==> src/rtl/key_matrix_scanner.sv <==
// ============================================================================
// Module      : key_matrix_scanner
// Description : 4x4 active-low key matrix scanner with per-frame debounce and
//               a valid/ack key-code handshake with overrun indication.
// Revision    : 1.0 - initial release
// ============================================================================
`default_nettype none

module key_matrix_scanner #(
    parameter int SCAN_DIV        = 50000,
    parameter int DEBOUNCE_FRAMES = 4
) (
    input  logic       clk,
    input  logic       rst_n,
    input  logic [3:0] KeyCol,
    output logic [3:0] KeyRow,
    output logic [3:0] KeyCode,
    output logic       KeyValid,
    input  logic       KeyAck,
    output logic       KeyPressed,
    output logic       Overrun
);

    localparam int DIV_W = (SCAN_DIV > 1) ? $clog2(SCAN_DIV) : 1;
    localparam int CNT_W = $clog2(DEBOUNCE_FRAMES + 1);
    localparam logic [DIV_W-1:0] DIV_LAST   = DIV_W'(SCAN_DIV - 1);
    localparam logic [CNT_W-1:0] CNT_TARGET = CNT_W'(DEBOUNCE_FRAMES);

    typedef enum logic [1:0] {
        S_IDLE     = 2'd0,
        S_DEBOUNCE = 2'd1,
        S_HELD     = 2'd2,
        S_RELEASE  = 2'd3
    } state_t;

    logic [DIV_W-1:0] div_q,  div_d;
    logic [1:0]       row_q,  row_d;
    logic [3:0]       key_row_q;
    logic [1:0]       zcnt_q, zcnt_d;
    logic [3:0]       first_q, first_d;
    state_t           state_q, state_d;
    logic [CNT_W-1:0] cnt_q,  cnt_d;
    logic [3:0]       cand_q, cand_d;
    logic [3:0]       code_q;
    logic             valid_q;
    logic             overrun_q;

    logic       tick;
    logic       frame_end;
    logic [2:0] zeros_now;
    logic [1:0] col_now;
    logic [2:0] zeros_total;
    logic [3:0] frame_code;
    logic       frame_none;
    logic       frame_one;
    logic       key_event;

    assign tick      = (div_q == DIV_LAST);
    assign frame_end = tick && (row_q == 2'd3);

    // Count the closed columns on the driven row and find the lowest one.
    always_comb begin
        zeros_now = 3'd0;
        col_now   = 2'd0;
        for (int c = 3; c >= 0; c--) begin
            if (!KeyCol[c]) begin
                zeros_now = zeros_now + 3'd1;
                col_now   = 2'(c);
            end
        end
        zeros_total = {1'b0, zcnt_q} + zeros_now;
        frame_code  = (zcnt_q != 2'd0) ? first_q : {row_q, col_now};
        frame_none  = (zeros_total == 3'd0);
        frame_one   = (zeros_total == 3'd1);
    end

    always_comb begin
        div_d   = tick ? '0 : div_q + 1'b1;
        row_d   = tick ? row_q + 2'd1 : row_q;
        zcnt_d  = zcnt_q;
        first_d = first_q;
        if (tick) begin
            if (frame_end) begin
                zcnt_d  = 2'd0;
                first_d = 4'd0;
            end else begin
                // Saturate at two: only none/one/many matters for the frame result.
                zcnt_d = (zeros_total >= 3'd2) ? 2'd2 : zeros_total[1:0];
                if (zcnt_q == 2'd0 && zeros_now != 3'd0) begin
                    first_d = {row_q, col_now};
                end
            end
        end
    end

    always_comb begin
        state_d    = state_q;
        cnt_d      = cnt_q;
        cand_d     = cand_q;
        key_event  = 1'b0;
        KeyPressed = (state_q == S_HELD) || (state_q == S_RELEASE);
        if (frame_end) begin
            case (state_q)
                S_IDLE: begin
                    if (frame_one) begin
                        cand_d = frame_code;
                        cnt_d  = CNT_W'(1);
                        if (CNT_TARGET == CNT_W'(1)) begin
                            state_d   = S_HELD;
                            key_event = 1'b1;
                        end else begin
                            state_d = S_DEBOUNCE;
                        end
                    end
                end
                S_DEBOUNCE: begin
                    if (frame_one && frame_code == cand_q) begin
                        cnt_d = cnt_q + 1'b1;
                        if (cnt_q + 1'b1 == CNT_TARGET) begin
                            state_d   = S_HELD;
                            key_event = 1'b1;
                        end
                    end else begin
                        state_d = S_IDLE;
                    end
                end
                S_HELD: begin
                    if (frame_none) begin
                        cnt_d   = CNT_W'(1);
                        state_d = (CNT_TARGET == CNT_W'(1)) ? S_IDLE : S_RELEASE;
                    end
                end
                S_RELEASE: begin
                    if (frame_none) begin
                        cnt_d = cnt_q + 1'b1;
                        if (cnt_q + 1'b1 == CNT_TARGET) begin
                            state_d = S_IDLE;
                        end
                    end else begin
                        state_d = S_HELD;
                    end
                end
                default: state_d = S_IDLE;
            endcase
        end
    end

    always_ff @(posedge clk) begin
        if (!rst_n) begin
            div_q     <= '0;
            row_q     <= 2'd0;
            key_row_q <= 4'b1110;
            zcnt_q    <= 2'd0;
            first_q   <= 4'd0;
            state_q   <= S_IDLE;
            cnt_q     <= '0;
            cand_q    <= 4'd0;
            code_q    <= 4'd0;
            valid_q   <= 1'b0;
            overrun_q <= 1'b0;
        end else begin
            div_q     <= div_d;
            row_q     <= row_d;
            key_row_q <= ~(4'b0001 << row_d);
            zcnt_q    <= zcnt_d;
            first_q   <= first_d;
            state_q   <= state_d;
            cnt_q     <= cnt_d;
            cand_q    <= cand_d;
            // A new key beats a same-cycle ack, so the ack only clears when no event.
            overrun_q <= key_event && valid_q && !KeyAck;
            if (key_event) begin
                code_q  <= frame_code;
                valid_q <= 1'b1;
            end else if (KeyAck && valid_q) begin
                valid_q <= 1'b0;
            end
        end
    end

    assign KeyRow   = key_row_q;
    assign KeyCode  = code_q;
    assign KeyValid = valid_q;
    assign Overrun  = overrun_q;

endmodule

`default_nettype wire

==> config.mk <==
export PLATFORM = sky130hd
export DESIGN_NAME = key_matrix_scanner
export DESIGN_NICKNAME = d
export VERILOG_FILES = /design/src/rtl/key_matrix_scanner.sv
export SDC_FILE = /design/constraint.sdc
export NUM_CORES = 1
export LEC_CHECK = 0
export CORE_MARGIN = 2
export CORE_UTILIZATION = 45
export CTS_CLUSTER_SIZE = 28
export DETAILED_ROUTE_END_ITERATION = 12
export GPL_TIMING_DRIVEN = 0
export PLACE_DENSITY = 0.66
export SETUP_SLACK_MARGIN = 0.3
export SLEW_MARGIN = 20
export SYNTH_ARGS = -nofsm -noshare
export SYNTH_HDL_FRONTEND = slang
export SYNTH_SLANG_ARGS = --single-unit
==> constraint.sdc <==
create_clock -name clk -period 4.01 [get_ports clk]
set_input_delay 0.401 -clock clk [delete_from_list [all_inputs] [get_ports clk]]
set_output_delay 0.401 -clock clk [all_outputs]
set_load 0.01 [all_outputs]
# After elaboration in Yosys (flattened, before gate mapping)
# Index checks and enable logic that the tools add are counted.
# totals
n_memories	0
out_inout_bits	11
input_bits	7
word_cells	88
latch_bits	0
ram_bits	0
reg_bits	43
romBits	0
# classes
shifts	1
muxes	32
bitwise_logic	2
n_eq_ne	14
order_cmp	1
n_mul	0
n_addsub	7
n_reduce_logical	20
n_div	0
# ops
cell	count
two-way mux 2 bit	13
two-way mux 3 bit	7
adder 16 x 1 -> 16 bit, second input constant	1
== test 16 bit, second input constant	1
adder 3 x 1 -> 3 bit, second input constant	4
two-way mux 4 bit	3
case mux 3 bit (4 select lines)	1
AND reduction 5 bit	2
inequality test 2 bit, second input constant	4
case mux 2 bit (4 select lines)	1
two-way mux 1 bit	7
== test 2 bit, second input constant	3
logical AND 1 bit	6
nonzero test 2 bit	3
== test 4 bit	1
logical NOT 2 bit	2
inverter 4 bit	1
left shift 1 x 2 -> 4 bit, first input constant	1
adder 2 x 3 -> 3 bit	1
== test 3 x 1 -> 1 bit, second input constant	1
== test 3 bit, second input constant	1
>= comparator 3 x 2 -> 1 bit, second input constant	1
logical NOT 3 bit	1
inequality test 3 x 2 -> 1 bit, second input constant	1
other kinds (10)	10

# Depth between registers and ports, before layout
# logic_depth
word_depth	15
ltp_mapped	12
depth_no_buf	12

# Least setup slack after synthesis
# Ideal clock, no wire load.
# synth_path
path_kind	in2reg
from	in KeyCol[2]
to	reg cnt_q[2]
setup_time_ps	71
arrival_time_ps	3207
slack_ps	732
path_buffers	0
stages	11
required_ps	3939
cell_sequence	inv_1 ha_1 xnor2_1 ha_1 mux2_2 fa_1 xnor3_1 and2_1 nand3_1 or4_1 a21oi_1
# synth_between
elab_chain_len	10
word_cells_on_any_way	19
cone_classes	add/sub (3); eq/ne (6); mux (7); reduce/logical (3)
# synth_lines
element	line	source
from (decl)	15	input logic [3:0] KeyCol,
two-way mux 3 bit	66	if (!KeyCol[c]) begin
adder 3 x 1 -> 3 bit	67	zeros_now = zeros_now + 3'd1;
two-way mux 3 bit	66	
adder 3 x 1 -> 3 bit	67	
two-way mux 3 bit	66	
adder 2 x 3 -> 3 bit	71	zeros_total = {1'b0, zcnt_q} + zeros_now;
== test 3 x 1 -> 1 bit	74	frame_one = (zeros_total == 3'd1);
logical AND 1 bit	117	if (frame_one && frame_code == cand_q) begin
inequality test 2 bit (no source line)	n/a	
AND reduction 5 bit (no source line) *	n/a	
to (signal assigned)	168	cnt_q <= cnt_d;
to (decl)	42	logic [CNT_W-1:0] cnt_q, cnt_d;
# Mark *: on every way between the ends. The rest lies on a longest branch, timed or not.
# A chain may end at the register's enable or synchronous reset.

# Final worst setup path
# Same ends and word-level chain as after synthesis.

==> flow_summary.toml <==
[run_status]
status = "completed"

[clock_network]
clkTransAtPathRegs_ns = 0.08
cts_made_buffers = 5
hold_buffers = 0
clockBufferDepth = 2
cts_tree = "done"
cts-root-buf = "clkbuf_8"
cts.sink_count = 43
htreeDepth = 2
clock_latency_ns = 0.29
cts_post_setup_buffers_inserted = 0

[synth]
synth.area.top_cells = "dfxtp_1, nor2_1, ha_1"
synth_top_area_share = 0.384
synth_seq_cells = 43
muxShareOfSynthArea = 0.0547
postSynthAreaPerCell_um2 = 9.27
yosysWarnings = 0
netlist_area_um2 = 2240
ys_types = 46
syn_inst = 242
synth-compound-area-share = 0.0987
yosysTopAreaCell = "dfxtp_1"
yosys.area_share.adder = 0.0647
synth-xor-area-share = 0.0998
synthesis.nets = 260
ys_dominant_reg_cell = "dfxtp_1"
ys_seq_area_frac = 0.384
synth_edf_count = 0
async_reset_ff_frac = 0
yosys.area_share.simple = 0.267
synth.most_common_cell = "dfxtp_1"
yosys-top-cells-count = "dfxtp_1, nor2_1, nand2_1, xor2_1"
synth_top_family_by_area = "simple AND/OR/NAND/NOR gates"

[setup_path]
crit_chain = "clkdlybuf4s50_1, inv_1, ha_4, xnor2_2, ha_1, mux2_2, fa_1, xnor3_2, and2_2, nand3_1, or4_1, a21oi_1"
cp_slowest_stage_delay_ns = 0.54
critPathArrivalTime_ns = 3.65
critPathKind = "in -> reg"
worstSetupEndpointType = "flop"
cpMaxStageDelayCell = "clkdlybuf4s50_1"
cp.required_ns = 4.23
crit_path_start_kind = "input port"
cp_max_fo = 5

[global_routing]
grt.busiest_layer = "met1"
grt_max_degree = 14
grt_antenna_before_repair = 0
grt_first_pass_wirelength_um = 7400
grt_pass1_vias = 1539
grtUsageMet2 = 0.239
use_met1 = 0.268
use_met3 = 0.0420
grt_use_total = 0.175
grt-ovfl-total = 0

[floorplan]
chipHeight_um = 74.6
die_x_um = 74.6
rows = 25
pin_count = 18
initial_utilization = 0.472
dieArea_um2 = 5570
core_um2 = 4750

[finish]
fin_area_um2 = 2600
syn_to_final_growth_pct = 16.1
drive_gt1_frac = 0.0977
diodes = 0
stdcell_count = 333
fin_nets = 283

[hold_path]
hp-class = "reg -> reg"

[placed_design]
dp.cells = 325
place_congestion = 0.812
hpwl_um = 3260
port_buffers = 16
placed_area_um2 = 2490
place_ws_ns = -0.0856

[pwr]
leakage_nw = 0.992
power_density_nw_per_um2 = 300
ir_drop_uv = 195

[routing]
ant_nets = 0
dr.pass1.iters = 4
drt_iter0_drc = 90
drc_errors = 0
via_count = 1747
wl_um = 4460
drt-vias-per-instance = 5.25
routedWlPerCell_um = 13.4

[timing]
period_minus_slack_ns = 3.43
hold_viol_final = 0
worstMarginPinSlew_ns = 0.598
fin_ws_ns = 0.584
setup_violations = 0
max_freq_mhz = 292
maxSlewHeadroom = 0.600
finClkSkew_ns = 0.00698
period_share = 0.854
slew_violations = 0
grt_setup_unrepaired = "no"

[run]
drv_cap = 0
critical path: cells and delay by family:
kind	cells	cell delay (ns)
simple gates	3	0.76
fa+ha+maj	3	0.96
compound gates	1	0.15
buf+inv	2	0.64
xor+xnor	2	0.44
mux	1	0.29
per-layer routing:
layer	up-vias	share of wire
li1	903	-
met1	799	0.52
met2	41	0.42
met3	4	0.053
met4	0	0.011
met5	-	0
path summary, 6_finish.rpt:
check | start | endpoint | slack (ns) | cells past startpoint
worst max-delay path | KeyCol[2] | cnt_q[2] | 0.58 | 12
worst max register to register | zcnt_q[1] | cnt_q[2] | 1.51 | 6
worst min-delay path | div_q[0] | div_q[0] | 0.47 | 1
worst min register to register | div_q[0] | div_q[0] | 0.47 | 1
kinds of logic after synthesis:
family / Yosys count
compound gates: 31
xor+xnor: 24
fa+ha+maj: 11
buf+inv: 18
flops: 43
mux: 12
simple gates: 103
cell type report:
cell class,count,area [µm²]
Inverter,10,37.5
Clock buffer,6,72.6
Timing Repair Buffer,16,160
Clock inverter,2,12.5
Fill cell,458,2150
Buffer,8,32.5
Multi-Input combinational cell,181,1340
Sequential cell,43,861
Tap cell,67,83.8
where the power goes:
group,switching [mW],internal (mW),total [mW]
registers,0.00237,0.429,0.431
clock network,0.148,0.122,0.270
logic,0.0477,0.0326,0.0803
total,0.198,0.583,0.782
state kept, by name, summed over array words and instances, names as in the netlist:
signal,count
state_q,2
div_q,16
Overrun,1
KeyRow,4
cnt_q,3
KeyValid,1
first_q,4
row_q,2
zcnt_q,2
cand_q,4
KeyCode,4
metrics by stage:
step           total power, mW   util  hold slack [ns]  setup TNS (ns)
5_1_grt                  0.814  0.548            0.498               0
3_5_place_dp             0.516  0.523            0.451          -0.116
6_report                 0.782  0.548            0.468               0
3_3_place_gp             0.516  0.523            0.445         -0.0718
2_1_floorplan            0.496      -            0.426               0
4_1_cts                  0.788  0.543            0.472               0
cells in the final DEF, fill, tap and decap left out, types with 8 or more instances in the layout:
cell | synthesis | layout
a211oi_1 | 8 | 8
clkdlybuf4s50_1 | 0 | 16
dfxtp_1 | 43 | 43
ha_1 | 10 | 9
inv_1 | 10 | 10
mux2i_1 | 10 | 10
nand2_1 | 18 | 18
nand3_1 | 8 | 8
nor2_1 | 35 | 35
xnor2_1 | 10 | 9
xor2_1 | 13 | 13
what timing repair did:
item                                    CTS  global route
resized for setup                         2             3
endpoints found under the setup margin    2            10
pin swaps                                 0             2
No activity file was read; power rests on OpenSTA's default activity.
